==> src/rtl/muldiv_pkg.sv <==
// Shared encodings and helpers for the iterative multiply/divide unit.
// The op encoding is fixed because the decode stage drives it directly.
package muldiv_pkg;

  localparam logic [1:0] MD_MULT  = 2'b00;
  localparam logic [1:0] MD_MULTU = 2'b01;
  localparam logic [1:0] MD_DIV   = 2'b10;
  localparam logic [1:0] MD_DIVU  = 2'b11;

  localparam logic [1:0] ST_IDLE = 2'd0;
  localparam logic [1:0] ST_CALC = 2'd1;
  localparam logic [1:0] ST_FIX  = 2'd2;

  // Both signed ops have op[0] clear and both divides have op[1] set.
  function automatic logic op_is_signed(input logic [1:0] op);
    return ~op[0];
  endfunction

  function automatic logic op_is_div(input logic [1:0] op);
    return op[1];
  endfunction

endpackage

==> src/rtl/muldiv_signfix.sv <==
// Final result formation: restores signs on the magnitude results and
// substitutes the fixed divide-by-zero pattern.
module muldiv_signfix
  import muldiv_pkg::*;
#(
  parameter int WIDTH = 32
) (
  input  logic [1:0]         op,
  input  logic               sign_a,
  input  logic               sign_b,
  input  logic               div0,
  input  logic [2*WIDTH-1:0] prod,
  input  logic [WIDTH-1:0]   quo,
  input  logic [WIDTH-1:0]   rem,
  input  logic [WIDTH-1:0]   a_raw,
  output logic [WIDTH-1:0]   hi_o,
  output logic [WIDTH-1:0]   lo_o
);

  logic               neg_res;
  logic               neg_rem;
  logic [2*WIDTH-1:0] prod_fix;
  logic [WIDTH-1:0]   quo_fix;
  logic [WIDTH-1:0]   rem_fix;

  always_comb begin
    neg_res  = op_is_signed(op) & (sign_a ^ sign_b);
    // Remainder follows the dividend's sign, independent of the divisor.
    neg_rem  = op_is_signed(op) & sign_a;
    prod_fix = neg_res ? -prod : prod;
    quo_fix  = neg_res ? -quo : quo;
    rem_fix  = neg_rem ? -rem : rem;
    hi_o     = prod_fix[2*WIDTH-1:WIDTH];
    lo_o     = prod_fix[WIDTH-1:0];
    if (op_is_div(op)) begin
      if (div0) begin
        hi_o = a_raw;
        lo_o = '1;
      end else begin
        hi_o = rem_fix;
        lo_o = quo_fix;
      end
    end
  end

endmodule

==> src/rtl/muldiv_unit.sv <==
// Iterative multiply/divide unit owning the architectural HI/LO registers;
// one radix-2 step per cycle, then a sign-fix cycle that commits HI/LO.
//
// state   | meaning
// --------+-------------------------------------------------------------
// ST_IDLE | waiting for start; HI/LO writable via hi_we/lo_we
// ST_CALC | one shift-add or restoring-divide step per edge, counter down
// ST_FIX  | sign correction, HI/LO commit, done pulse follows
module muldiv_unit
  import muldiv_pkg::*;
#(
  parameter int WIDTH = 32,
  parameter int CNT_W = 6
) (
  input  logic             clk,
  input  logic             reset,
  input  logic             start,
  input  logic [1:0]       op,
  input  logic [WIDTH-1:0] a,
  input  logic [WIDTH-1:0] b,
  input  logic             hi_we,
  input  logic             lo_we,
  input  logic [WIDTH-1:0] wdata,
  input  logic             rd_req,
  output logic             busy,
  output logic             done,
  output logic             stall,
  output logic [WIDTH-1:0] hi,
  output logic [WIDTH-1:0] lo
);

  localparam logic [CNT_W-1:0] CNT_INIT = CNT_W'(WIDTH);
  localparam logic [CNT_W-1:0] CNT_LAST = CNT_W'(1);

  logic [1:0]       state_q, state_d;
  logic [CNT_W-1:0] cnt_q, cnt_d;
  logic [WIDTH-1:0] acc_q, acc_d;
  logic [WIDTH-1:0] low_q, low_d;
  logic [WIDTH-1:0] opb_q, opb_d;
  logic [WIDTH-1:0] a_raw_q, a_raw_d;
  logic [1:0]       op_q, op_d;
  logic             sign_a_q, sign_a_d;
  logic             sign_b_q, sign_b_d;
  logic             div0_q, div0_d;
  logic [WIDTH-1:0] hi_q, hi_d;
  logic [WIDTH-1:0] lo_q, lo_d;
  logic             busy_q, busy_d;
  logic             done_q, done_d;

  logic             in_sign_a;
  logic             in_sign_b;
  logic [WIDTH-1:0] in_mag_a;
  logic [WIDTH-1:0] in_mag_b;
  logic [WIDTH:0]   mul_sum;
  logic [WIDTH:0]   div_shift;
  logic [WIDTH:0]   div_trial;
  logic [WIDTH-1:0] fix_hi;
  logic [WIDTH-1:0] fix_lo;

  always_comb begin
    in_sign_a = op_is_signed(op) & a[WIDTH-1];
    in_sign_b = op_is_signed(op) & b[WIDTH-1];
    in_mag_a  = in_sign_a ? -a : a;
    in_mag_b  = in_sign_b ? -b : b;
  end

  // acc holds the product high half / partial remainder; low holds the
  // multiplier being shifted out / dividend bits being replaced by quotient.
  always_comb begin
    mul_sum   = {1'b0, acc_q} + {1'b0, (low_q[0] ? opb_q : '0)};
    div_shift = {acc_q, low_q[WIDTH-1]};
    div_trial = div_shift - {1'b0, opb_q};
  end

  muldiv_signfix #(
    .WIDTH (WIDTH)
  ) u_signfix (
    .op     (op_q),
    .sign_a (sign_a_q),
    .sign_b (sign_b_q),
    .div0   (div0_q),
    .prod   ({acc_q, low_q}),
    .quo    (low_q),
    .rem    (acc_q),
    .a_raw  (a_raw_q),
    .hi_o   (fix_hi),
    .lo_o   (fix_lo)
  );

  always_comb begin
    state_d  = state_q;
    cnt_d    = cnt_q;
    acc_d    = acc_q;
    low_d    = low_q;
    opb_d    = opb_q;
    a_raw_d  = a_raw_q;
    op_d     = op_q;
    sign_a_d = sign_a_q;
    sign_b_d = sign_b_q;
    div0_d   = div0_q;
    hi_d     = hi_q;
    lo_d     = lo_q;

    case (state_q)
      ST_IDLE: begin
        if (start) begin
          state_d  = ST_CALC;
          cnt_d    = CNT_INIT;
          acc_d    = '0;
          low_d    = in_mag_a;
          opb_d    = in_mag_b;
          a_raw_d  = a;
          op_d     = op;
          sign_a_d = in_sign_a;
          sign_b_d = in_sign_b;
          div0_d   = op_is_div(op) & (b == '0);
        end
      end
      ST_CALC: begin
        cnt_d = cnt_q - CNT_LAST;
        if (op_is_div(op_q)) begin
          if (!div_trial[WIDTH]) begin
            acc_d = div_trial[WIDTH-1:0];
          end else begin
            acc_d = div_shift[WIDTH-1:0];
          end
          low_d = {low_q[WIDTH-2:0], ~div_trial[WIDTH]};
        end else begin
          acc_d = mul_sum[WIDTH:1];
          low_d = {mul_sum[0], low_q[WIDTH-1:1]};
        end
        if (cnt_q == CNT_LAST) begin
          state_d = ST_FIX;
        end
      end
      ST_FIX: begin
        state_d = ST_IDLE;
        hi_d    = fix_hi;
        lo_d    = fix_lo;
      end
      default: state_d = ST_IDLE;
    endcase

    // MTHI/MTLO only land while idle; a write on the launch edge is later
    // overwritten by the result commit.
    if (!busy_q) begin
      if (hi_we) hi_d = wdata;
      if (lo_we) lo_d = wdata;
    end

    busy_d = (state_d != ST_IDLE);
    done_d = (state_q == ST_FIX);
  end

  always_ff @(posedge clk or negedge reset) begin
    if (!reset) begin
      state_q  <= ST_IDLE;
      cnt_q    <= '0;
      acc_q    <= '0;
      low_q    <= '0;
      opb_q    <= '0;
      a_raw_q  <= '0;
      op_q     <= MD_MULT;
      sign_a_q <= 1'b0;
      sign_b_q <= 1'b0;
      div0_q   <= 1'b0;
      hi_q     <= '0;
      lo_q     <= '0;
      busy_q   <= 1'b0;
      done_q   <= 1'b0;
    end else begin
      state_q  <= state_d;
      cnt_q    <= cnt_d;
      acc_q    <= acc_d;
      low_q    <= low_d;
      opb_q    <= opb_d;
      a_raw_q  <= a_raw_d;
      op_q     <= op_d;
      sign_a_q <= sign_a_d;
      sign_b_q <= sign_b_d;
      div0_q   <= div0_d;
      hi_q     <= hi_d;
      lo_q     <= lo_d;
      busy_q   <= busy_d;
      done_q   <= done_d;
    end
  end

  assign busy  = busy_q;
  assign done  = done_q;
  assign stall = rd_req & busy_q;
  assign hi    = hi_q;
  assign lo    = lo_q;

endmodule

==> config.mk <==
export PLATFORM = sky130hd
export DESIGN_NAME = muldiv_unit
export DESIGN_NICKNAME = d
export VERILOG_FILES = /design/src/rtl/muldiv_pkg.sv /design/src/rtl/muldiv_signfix.sv /design/src/rtl/muldiv_unit.sv
export SDC_FILE = /design/constraint.sdc
export NUM_CORES = 1
export LEC_CHECK = 0
export BUFFER_PORTS_ARGS = -buffer_cell sky130_fd_sc_hd__buf_2
export CELL_PAD_IN_SITES_DETAIL_PLACEMENT = 1
export CELL_PAD_IN_SITES_GLOBAL_PLACEMENT = 1
export CORE_MARGIN = 3
export CORE_UTILIZATION = 41
export CTS_CLUSTER_SIZE = 16
export DETAILED_ROUTE_END_ITERATION = 16
export PLACE_DENSITY_LB_ADDON = 0.3
export SLEW_MARGIN = 20
export SYNTH_ARGS = -nofsm -noshare
export SYNTH_HDL_FRONTEND = slang
export SYNTH_SLANG_ARGS = --single-unit
==> constraint.sdc <==
create_clock -name clk -period 3.3 [get_ports clk]
set_clock_uncertainty 0.05 [all_clocks]
set_input_delay 0.165 -clock clk [delete_from_list [all_inputs] [get_ports clk]]
set_output_delay 0.165 -clock clk [all_outputs]
set_load 0.01 [all_outputs]
==> results of run 1 <==
-- cells by family (layout without fill, tap and decap cells) --
kind of cell               after synthesis  after routing
muxes                                   78             78
buffers and inverters                  214            518
other                                    0              2
and+or+nand+nor                        713            713
DFF                                    207            207
AOI/OAI and AO/OA                      671            671
xor gates and xnor gates               192            192
adders and majority gates               72             72
-- worst reg2reg max path: stages, from the launching register on --
cell	delay, ps
sky130_fd_sc_hd__dfrtp_1	350
sky130_fd_sc_hd__inv_1	60
sky130_fd_sc_hd__ha_1	220
sky130_fd_sc_hd__fa_1	410
sky130_fd_sc_hd__nand2b_4	180
sky130_fd_sc_hd__a21oi_4	200
sky130_fd_sc_hd__o31ai_2	110
sky130_fd_sc_hd__o21ba_2	260
sky130_fd_sc_hd__o21ai_4	190
sky130_fd_sc_hd__a21oi_4	110
sky130_fd_sc_hd__xnor2_4	210
sky130_fd_sc_hd__buf_12	180
sky130_fd_sc_hd__mux2_1	380
sky130_fd_sc_hd__o221ai_2	190
-- state kept, by name, summed over array words and instances, names as in the netlist --
signal	cells
a_raw_q	32
acc_q	32
busy	1
cnt_q	6
div0_q	1
done	1
hi	32
lo	32
low_q	32
op_q	2
opb_q	32
sign_a_q	1
sign_b_q	1
state_q	2
-- synth_stat cells (12+ instances only) --
master	n	area share
sky130_fd_sc_hd__nand3_1	32	0.0095
sky130_fd_sc_hd__xnor2_1	100	0.052
sky130_fd_sc_hd__nand4_1	14	0.0052
sky130_fd_sc_hd__inv_1	64	0.014
sky130_fd_sc_hd__ha_1	70	0.052
sky130_fd_sc_hd__nor3_1	30	0.0089
sky130_fd_sc_hd__nand2_1	332	0.074
sky130_fd_sc_hd__o31ai_1	25	0.011
sky130_fd_sc_hd__nor2b_1	14	0.0052
sky130_fd_sc_hd__mux2i_1	75	0.045
sky130_fd_sc_hd__xor2_1	91	0.047
sky130_fd_sc_hd__o22ai_1	44	0.016
sky130_fd_sc_hd__a22oi_1	42	0.019
sky130_fd_sc_hd__or3_1	13	0.0048
sky130_fd_sc_hd__a21oi_1	139	0.041
sky130_fd_sc_hd__or4_1	12	0.0053
sky130_fd_sc_hd__dfrtp_1	207	0.31
sky130_fd_sc_hd__buf_1	16	0.0036
sky130_fd_sc_hd__o21ai_0	214	0.063
sky130_fd_sc_hd__nand2b_1	26	0.0096
sky130_fd_sc_hd__nor4_1	16	0.0059
sky130_fd_sc_hd__o21ai_1	39	0.012
sky130_fd_sc_hd__nor2_1	158	0.035
sky130_fd_sc_hd__a21o_1	24	0.011
sky130_fd_sc_hd__clkbuf_1	117	0.026
sky130_fd_sc_hd__a31oi_1	25	0.0093
sky130_fd_sc_hd__o211ai_1	22	0.0098
-- routing by layer --
| metal | vias up | part of all wire | track usage |
|---|---|---|---|
| met5 | - | 0 | 0 |
| met4 | 0 | 0.030 | 0.0919 |
| met3 | 144 | 0.072 | 0.0601 |
| met2 | 648 | 0.46 | 0.502 |
| met1 | 9085 | 0.44 | 0.442 |
| li1 | 8238 | - | - |
-- final cells by class --
type,instances,share of cell area
tap,525,0.0311
clock buffer,35,0.0353
inverter,67,0.0121
sequential,207,0.245
antenna,2,0.000237
clock inverter,12,0.00675
multi-input combinational,1726,0.527
timing repair buffer,404,0.142
-- report_power, final --
part / leakage [nW] / switching (mW) / total, mW / internal [mW]
logic: 6.43 / 10.9 / 18.5 / 7.59
clock network: 0.444 / 1.24 / 3.05 / 1.81
registers: 2.53 / 1.36 / 5.20 / 3.83
total: 9.40 / 13.5 / 26.7 / 13.2
-- worst max path at each step --
stage                     startpoint                     to  slack (ps)
5_1_grt        low_q[31]$_DFFE_PN0P_   acc_q[9]$_DFFE_PN0P_         -40
3_3_place_gp   low_q[31]$_DFFE_PN0P_   acc_q[0]$_DFFE_PN0P_          20
4_1_cts        low_q[31]$_DFFE_PN0P_   acc_q[0]$_DFFE_PN0P_         -10
3_5_place_dp    low_q[0]$_DFFE_PN0P_  acc_q[30]$_DFFE_PN0P_        -140
6_report       low_q[31]$_DFFE_PN0P_   acc_q[0]$_DFFE_PN0P_         110
2_1_floorplan   low_q[0]$_DFFE_PN0P_  acc_q[25]$_DFFE_PN0P_          70
-- per-stage QoR --
stage	setup WS (ps)	area (um^2)	cells	power, mW
after floorplan	67.8	16900	2147	15.9
after detailed placement	-144	18800	2809	22.1
after global placement	20.4	18800	2809	21.5
after CTS	-10.9	20700	2963	25.4
after global routing	-42.5	21100	2977	28.4
final	106	21100	2978	26.7
-- what timing repair did --
| action | in CTS | in global routing |
|---|---|---|
| endpoints found under the setup margin | 24 | 29 |
| hold buffers | 101 | 0 |
| cloned | 0 | 2 |
| resized for setup | 12 | 61 |
| setup buffers | 6 | 12 |
| endpoints found under the hold margin | 210 | 0 |
| pin swaps | 3 | 21 |
==> summary.json, run 1 <==
{
  "most_common_library_cell_in_the_layout_ignoring_fill_and_taps": {"value": "sky130_fd_sc_hd__nand2_1"},
  "setup_violations": {"value": 0},
  "timing.final.crit_period": {"value": 3190, "unit": "ps"},
  "worst_hold_path.num_cells": {"value": 5},
  "layout-drive-gt1-share": {"value": 0.181},
  "pwr_density_cell": {"value": 1260, "unit": "mW/mm^2"},
  "hp-class": {"value": "input pin to flop"},
  "hold-path-endpoint": {"value": "hi[0]$_DFF_PN0_"},
  "grt_max_degree": {"value": 79},
  "clk-insertion-delay-late": {"value": 560, "unit": "ps"},
  "synth_top_family_by_area": {"value": "compound AO/OA/AOI/OAI gates"},
  "netlist-cell-type-count": {"value": 91},
  "cap_violations": {"value": 0},
  "worstPathCellList": {"value": "inv_1 -> ha_1 -> fa_1 -> nand2b_4 -> a21oi_4 -> o31ai_2 -> o21ba_2 -> o21ai_4 -> a21oi_4 -> xnor2_4 -> buf_12 -> mux2_1 -> o221ai_2"},
  "timing_max_transition_violations_final": {"value": 0},
  "cts-htree-levels": {"value": 1},
  "floorplan.die.width": {"value": 209, "unit": "um"},
  "path_delay_family": {"value": "compound AO/OA/AOI/OAI gates"},
  "power.ir.vdd_worst": {"value": 0.000548, "unit": "V"},
  "grt_usage": {"value": 0.317},
  "worstPathBufferInverterCount": {"value": 2},
  "finalWirelength": {"value": 72300, "unit": "um"},
  "placement.io_buffers": {"value": 170},
  "syn_avg_cell_area": {"value": 7.86, "unit": "um^2"},
  "grt_first_pass_wirelength": {"value": 110000, "unit": "um"},
  "synth.yosys.seq_area_share": {"value": 0.307},
  "critical_path.slowest_cell": {"value": "sky130_fd_sc_hd__fa_1"},
  "fmax": {"value": 313, "unit": "MHz"},
  "maximum_root_to_sink_buffer_count": {"value": 3},
  "drt-vias-per-instance": {"value": 6.08},
  "compound_cell_area_share_of_the_yosys_netlist": {"value": 0.243},
  "flip_flop_cell_with_the_highest_count_after_synthesis": {"value": "sky130_fd_sc_hd__dfrtp_1"},
  "fillerInstances": {"value": 4867},
  "hpwl": {"value": 53500, "unit": "um"},
  "hold_path.startpoint": {"value": "hi_we"},
  "path_clk_slew": {"value": 60, "unit": "ps"},
  "most-common-layout-cells": {"value": "sky130_fd_sc_hd__nand2_1 (330), sky130_fd_sc_hd__o21ai_0 (208), sky130_fd_sc_hd__dfrtp_1 (205), sky130_fd_sc_hd__buf_2 (169), sky130_fd_sc_hd__nor2_1 (155)"},
  "synthesized_netlist_net_count": {"value": 2323},
  "grt_overflow_total": {"value": 0},
  "number_of_placement_rows": {"value": 73},
  "cts_made_buffers": {"value": 26},
  "critical_path.endpoint_type": {"value": "flop"},
  "worst_ep_arrival_time": {"value": 3590, "unit": "ps"},
  "r2r-end": {"value": "acc_q[0]$_DFFE_PN0P_"},
  "tightest_slew": {"value": 1030, "unit": "ps"},
  "synth-simple-area-share": {"value": 0.199},
  "synth-async-reset-ratio": {"value": 1.00},
  "floorplan.io_pins": {"value": 171},
  "die_h": {"value": 209, "unit": "um"},
  "route.antenna.remaining_nets": {"value": 0},
  "clock_tree.root_cell": {"value": "sky130_fd_sc_hd__clkbuf_16"},
  "kind_of_critical_path": {"value": "flop to flop"},
  "crit_cells": {"value": 13},
  "nNetsFinal": {"value": 2608},
  "area.sequential": {"value": 0.00518, "unit": "mm^2"},
  "run_status": {"value": "complete, no violations"},
  "yosys.area_share.adder": {"value": 0.0543},
  "critical_path.startpoint_type": {"value": "flop"},
  "synthXorXnorAreaFrac": {"value": 0.101},
  "max_slew_margin": {"value": 0.309},
  "ys_warn_count": {"value": 0},
  "critPathRequiredTime": {"value": 3690, "unit": "ps"},
  "cts_tree": {"value": "yes"},
  "die_area": {"value": 0.0436, "unit": "mm^2"},
  "regToRegStartpoint": {"value": "low_q[31]$_DFFE_PN0P_"},
  "synthesis.area": {"value": 0.0169, "unit": "mm^2"},
  "vias": {"value": 18115},
  "wire_per_inst": {"value": 24.3, "unit": "um"},
  "grt_pass1_vias": {"value": 18584},
  "effective_utilization_at_floorplan": {"value": 0.420},
  "setup_tns": {"value": 0, "unit": "ps"},
  "syn_inst": {"value": 2147},
  "number_of_enable_type_register_cells_in_the_synthesized_netlist": {"value": 0},
  "rr_worst_depth": {"value": 13},
  "cp_common_cell": {"value": "sky130_fd_sc_hd__a21oi_4"},
  "core": {"value": 0.0402, "unit": "mm^2"},
  "r2r_setup_slack": {"value": 110, "unit": "ps"},
  "timing_hold_violations_final": {"value": 0},
  "p_leak": {"value": 9.40, "unit": "nW"},
  "area_taken_by_multi_input_logic_gates": {"value": 0.0111, "unit": "mm^2"},
  "syn2layout_area_growth": {"value": 25.3, "unit": "%"},
  "finalWeightedCongestion": {"value": 0.946},
  "initial_antenna_violation_count": {"value": 2},
  "holdWs": {"value": 73.8, "unit": "ps"},
  "first_iter_violations": {"value": 1361},
  "synth.ff_latch_count": {"value": 207},
  "critical_path_peak_fanout": {"value": 7},
  "drt_first_pass_iters": {"value": 5},
  "remaining_drc_errors": {"value": 0},
  "finalCoreUtilization": {"value": 0.526},
  "sinks_on_clock_net": {"value": 207},
  "period_utilization": {"value": 0.968},
  "synthMuxAreaShare": {"value": 0.0465},
  "timing.critical_path.slowest_cell_delay": {"value": 410, "unit": "ps"}
}
Note: power is estimated with default switching activity, not from simulation.
==> run 2: changes to the inputs <==
--- a/config.mk
+++ b/config.mk
@@ -8,6 +8,7 @@
 export BUFFER_PORTS_ARGS = -buffer_cell sky130_fd_sc_hd__buf_2
 export CELL_PAD_IN_SITES_DETAIL_PLACEMENT = 1
 export CELL_PAD_IN_SITES_GLOBAL_PLACEMENT = 1
+export CORE_ASPECT_RATIO = 2
 export CORE_MARGIN = 3
 export CORE_UTILIZATION = 41
 export CTS_CLUSTER_SIZE = 16
==> summary.json, run 2 (same netlist as run 1, synthesis figures left out) <==
{
  "run_status": {"value": "complete, no violations"},
  "hold_path.startpoint": {"value": "b[19]"},
  "area.sequential": {"value": 0.00518, "unit": "mm^2", "change": "about the same"},
  "core": {"value": 0.0405, "unit": "mm^2", "change": "+0.70%"},
  "power_switching": {"value": 14.5, "unit": "mW", "change": "+7.4%"},
  "timing_max_transition_violations_final": {"value": 0, "change": "unchanged"},
  "clk-insertion-delay-late": {"value": 560, "unit": "ps", "change": "about the same"},
  "period_utilization": {"value": 0.980, "change": "+0.0120"},
  "floorplan.die.width": {"value": 149, "unit": "um", "change": "-28%"},
  "internal_power": {"value": 13.5, "unit": "mW", "change": "+2.2%"},
  "die_area": {"value": 0.0438, "unit": "mm^2", "change": "+0.34%"},
  "setup_violations": {"value": 0, "change": "unchanged"},
  "cts-htree-levels": {"value": 1, "change": "unchanged"},
  "hpwl": {"value": 62600, "unit": "um", "change": "+17%"},
  "clock_tree.root_cell": {"value": "sky130_fd_sc_hd__clkbuf_16"},
  "grt_overflow_total": {"value": 0, "change": "unchanged"},
  "max_slew_margin": {"value": 0.405, "change": "+0.0965"},
  "critical_path.startpoint": {"value": "opb_q[18]$_DFFE_PN0P_"},
  "holdWs": {"value": 30.5, "unit": "ps", "change": "-43.3 ps"},
  "grt_pass1_vias": {"value": 19949, "change": "+7.3%"},
  "critPathRequiredTime": {"value": 3660, "unit": "ps", "change": "-30 ps"},
  "hold-path-endpoint": {"value": "opb_q[19]$_DFFE_PN0P_"},
  "cap_violations": {"value": 0, "change": "unchanged"},
  "path_clk_slew": {"value": 70, "unit": "ps", "change": "about the same"},
  "first_iter_violations": {"value": 958, "change": "-30%"},
  "worst_hold_path.num_cells": {"value": 3, "change": "-2"},
  "grt_usage": {"value": 0.365, "change": "+0.0485"},
  "critical_path.startpoint_type": {"value": "flop"},
  "post-layout-total-power": {"value": 28.0, "unit": "mW", "change": "+4.8%"},
  "grt_max_degree": {"value": 78, "change": "-1.3%"},
  "floorplan.io_pins": {"value": 171, "change": "unchanged"},
  "nNetsFinal": {"value": 2657, "change": "+1.9%"},
  "fmax": {"value": 309, "unit": "MHz", "change": "-1.2%"},
  "remaining_drc_errors": {"value": 0, "change": "unchanged"},
  "wire_per_inst": {"value": 27.2, "unit": "um", "change": "+12%"},
  "critical_path.endpoint_type": {"value": "flop"},
  "p_leak": {"value": 9.61, "unit": "nW", "change": "+2.2%"},
  "layout-drive-gt1-share": {"value": 0.199, "change": "+0.0175"},
  "tightest_slew": {"value": 892, "unit": "ps", "change": "-142 ps"},
  "finalWirelength": {"value": 82500, "unit": "um", "change": "+14%"},
  "power.ir.vdd_worst": {"value": 0.000603, "unit": "V", "change": "+10%"},
  "cts_tree": {"value": "yes"},
  "grt_setup_unrepaired": {"value": "true"},
  "sinks_on_clock_net": {"value": 207, "change": "unchanged"},
  "p_clk_frac": {"value": 0.099, "change": "-0.015"},
  "cts_made_buffers": {"value": 22, "change": "-15%"},
  "rr_worst_depth": {"value": 14, "change": "+1"},
  "r2r-end": {"value": "acc_q[17]$_DFFE_PN0P_"},
  "placed_cells": {"value": 2875, "change": "+2.3%"},
  "fillerInstances": {"value": 4903, "change": "+0.74%"},
  "final_design_area_no_fill": {"value": 0.0214, "unit": "mm^2", "change": "+1.3%"},
  "drt_first_pass_iters": {"value": 5, "change": "unchanged"},
  "kind_of_critical_path": {"value": "flop to flop"},
  "hp-class": {"value": "input pin to flop"},
  "area_taken_by_multi_input_logic_gates": {"value": 0.0111, "unit": "mm^2", "change": "-0.13%"},
  "route.antenna.remaining_nets": {"value": 0, "change": "unchanged"},
  "timing_hold_violations_final": {"value": 0, "change": "unchanged"},
  "initial_antenna_violation_count": {"value": 4, "change": "+2"},
  "number_of_placement_rows": {"value": 104, "change": "+42%"},
  "most_common_library_cell_in_the_layout_ignoring_fill_and_taps": {"value": "sky130_fd_sc_hd__nand2_1"},
  "regToRegStartpoint": {"value": "opb_q[18]$_DFFE_PN0P_"},
  "effective_utilization_at_floorplan": {"value": 0.417, "change": "-0.00291"},
  "critical_path_peak_fanout": {"value": 6, "change": "-1"},
  "logic_pwr_share": {"value": 0.713, "change": "+0.022"},
  "most-common-layout-cells": {"value": "sky130_fd_sc_hd__nand2_1 (331), sky130_fd_sc_hd__o21ai_0 (206), sky130_fd_sc_hd__dfrtp_1 (206), sky130_fd_sc_hd__buf_4 (180), sky130_fd_sc_hd__buf_2 (169)"},
  "pwr_density_cell": {"value": 1310, "unit": "mW/mm^2", "change": "+3.5%"},
  "placement.io_buffers": {"value": 170, "change": "unchanged"},
  "die_h": {"value": 293, "unit": "um", "change": "+40%"},
  "pwr-share-seq": {"value": 0.187, "change": "-0.008"},
  "setup_tns": {"value": 0, "unit": "ps", "change": "unchanged"},
  "maximum_root_to_sink_buffer_count": {"value": 3, "change": "unchanged"},
  "timing.final.crit_period": {"value": 3230, "unit": "ps", "change": "+39.5 ps"},
  "post_layout_nonfiller_instances": {"value": 3031, "change": "+1.8%"},
  "finalWeightedCongestion": {"value": 0.979, "change": "+3.4%"},
  "syn2layout_area_growth": {"value": 26.9, "unit": "%"},
  "drt-vias-per-instance": {"value": 6.08, "change": "-0.13%"},
  "swShare": {"value": 0.517, "change": "+0.0122"},
  "r2r_setup_slack": {"value": 70, "unit": "ps", "change": "-40 ps"},
  "worst_ep_arrival_time": {"value": 3590, "unit": "ps", "change": "about the same"},
  "vias": {"value": 18414, "change": "+1.7%"},
  "grt_first_pass_wirelength": {"value": 121000, "unit": "um", "change": "+10%"},
  "place_area": {"value": 0.0192, "unit": "mm^2", "change": "+2.5%"}
}
run 2: changes by cell type in the layout (fill, tap and decap cells not counted), moves of 3 or more:
cell,before,now
sky130_fd_sc_hd__buf_4,123,180
sky130_fd_sc_hd__clkbuf_16,29,22
sky130_fd_sc_hd__a21oi_1,134,128
sky130_fd_sc_hd__a21oi_2,4,10
sky130_fd_sc_hd__dlygate4sd3_1,101,97
sky130_fd_sc_hd__clkinv_2,7,4
sky130_fd_sc_hd__clkinv_4,3,0
sky130_fd_sc_hd__clkinvlp_4,0,3
sky130_fd_sc_hd__ha_4,5,2
run 2: worst max path at each step:
stage	end	slack (ps)	cells after the start
finish	acc_q[17]$_DFFE_PN0P_	70	14
global route	acc_q[25]$_DFFE_PN0P_	-70	14
CTS	acc_q[25]$_DFFE_PN0P_	-50	15
detailed placement	acc_q[25]$_DFFE_PN0P_	-190	15
global placement	acc_q[25]$_DFFE_PN0P_	-30	15
floorplan	acc_q[25]$_DFFE_PN0P_	70	14
run 2: layout make-up:
class | count | share of cell area
Antenna cell | 4 | 0.000468
Clock buffer | 27 | 0.0280
Clock inverter | 13 | 0.00819
Inverter | 67 | 0.0119
Multi-Input combinational cell | 1726 | 0.520
Sequential cell | 207 | 0.242
Tap cell | 530 | 0.0310
Timing Repair Buffer | 457 | 0.158
run 2: per-layer routing:
| layer | share of wire | up-vias | track usage |
|---|---|---|---|
| met5 | 0 | - | 0 |
| met4 | 0.14 | 0 | 0.407 |
| met3 | 0.040 | 338 | 0.0415 |
| met2 | 0.51 | 664 | 0.660 |
| met1 | 0.31 | 9094 | 0.322 |
| li1 | - | 8318 | - |
run 2: worst max-delay path: stages (launching register included):
cell and delay, ps:
sky130_fd_sc_hd__dfrtp_1 390, sky130_fd_sc_hd__inv_2 130, sky130_fd_sc_hd__ha_2 340, sky130_fd_sc_hd__a21o_4 260, sky130_fd_sc_hd__a31o_1 190, sky130_fd_sc_hd__a221o_1 320, sky130_fd_sc_hd__nand2_1 130, sky130_fd_sc_hd__o21ai_4 80
sky130_fd_sc_hd__buf_6 130, sky130_fd_sc_hd__a21oi_4 200, sky130_fd_sc_hd__xnor2_4 190, sky130_fd_sc_hd__buf_12 170, sky130_fd_sc_hd__buf_4 160, sky130_fd_sc_hd__mux2i_1 230, sky130_fd_sc_hd__o21ai_0 110
run 2: power groups by stage:
stage	logic [mW]	clock network, mW	registers [mW]
2_1_floorplan	11.1	0	4.83
3_3_place_gp	17.9	0	5.17
3_5_place_dp	18.4	0	5.21
4_1_cts	19.0	2.78	5.18
5_1_grt	21.3	2.90	5.35
6_report	20.0	2.78	5.24
run 2: through the flow:
| step | worst slack (ps) | utilization |
|---|---|---|
| global route | -74.7 | 0.529 |
| finish | 66.4 | 0.529 |
| CTS | -51.8 | 0.522 |
| floorplan | 67.8 | - |
| detailed placement | -193 | 0.475 |
| global placement | -30.4 | 0.475 |
run 2: what timing repair did:
action | CTS | global route
hold buffers | 97 | 0
setup buffers | 2 | 12
endpoints found under the setup margin | 28 | 39
resized for setup | 27 | 43
hold endpoints to repair | 202 | 0
pin swaps | 4 | 15
cloned | 1 | 0
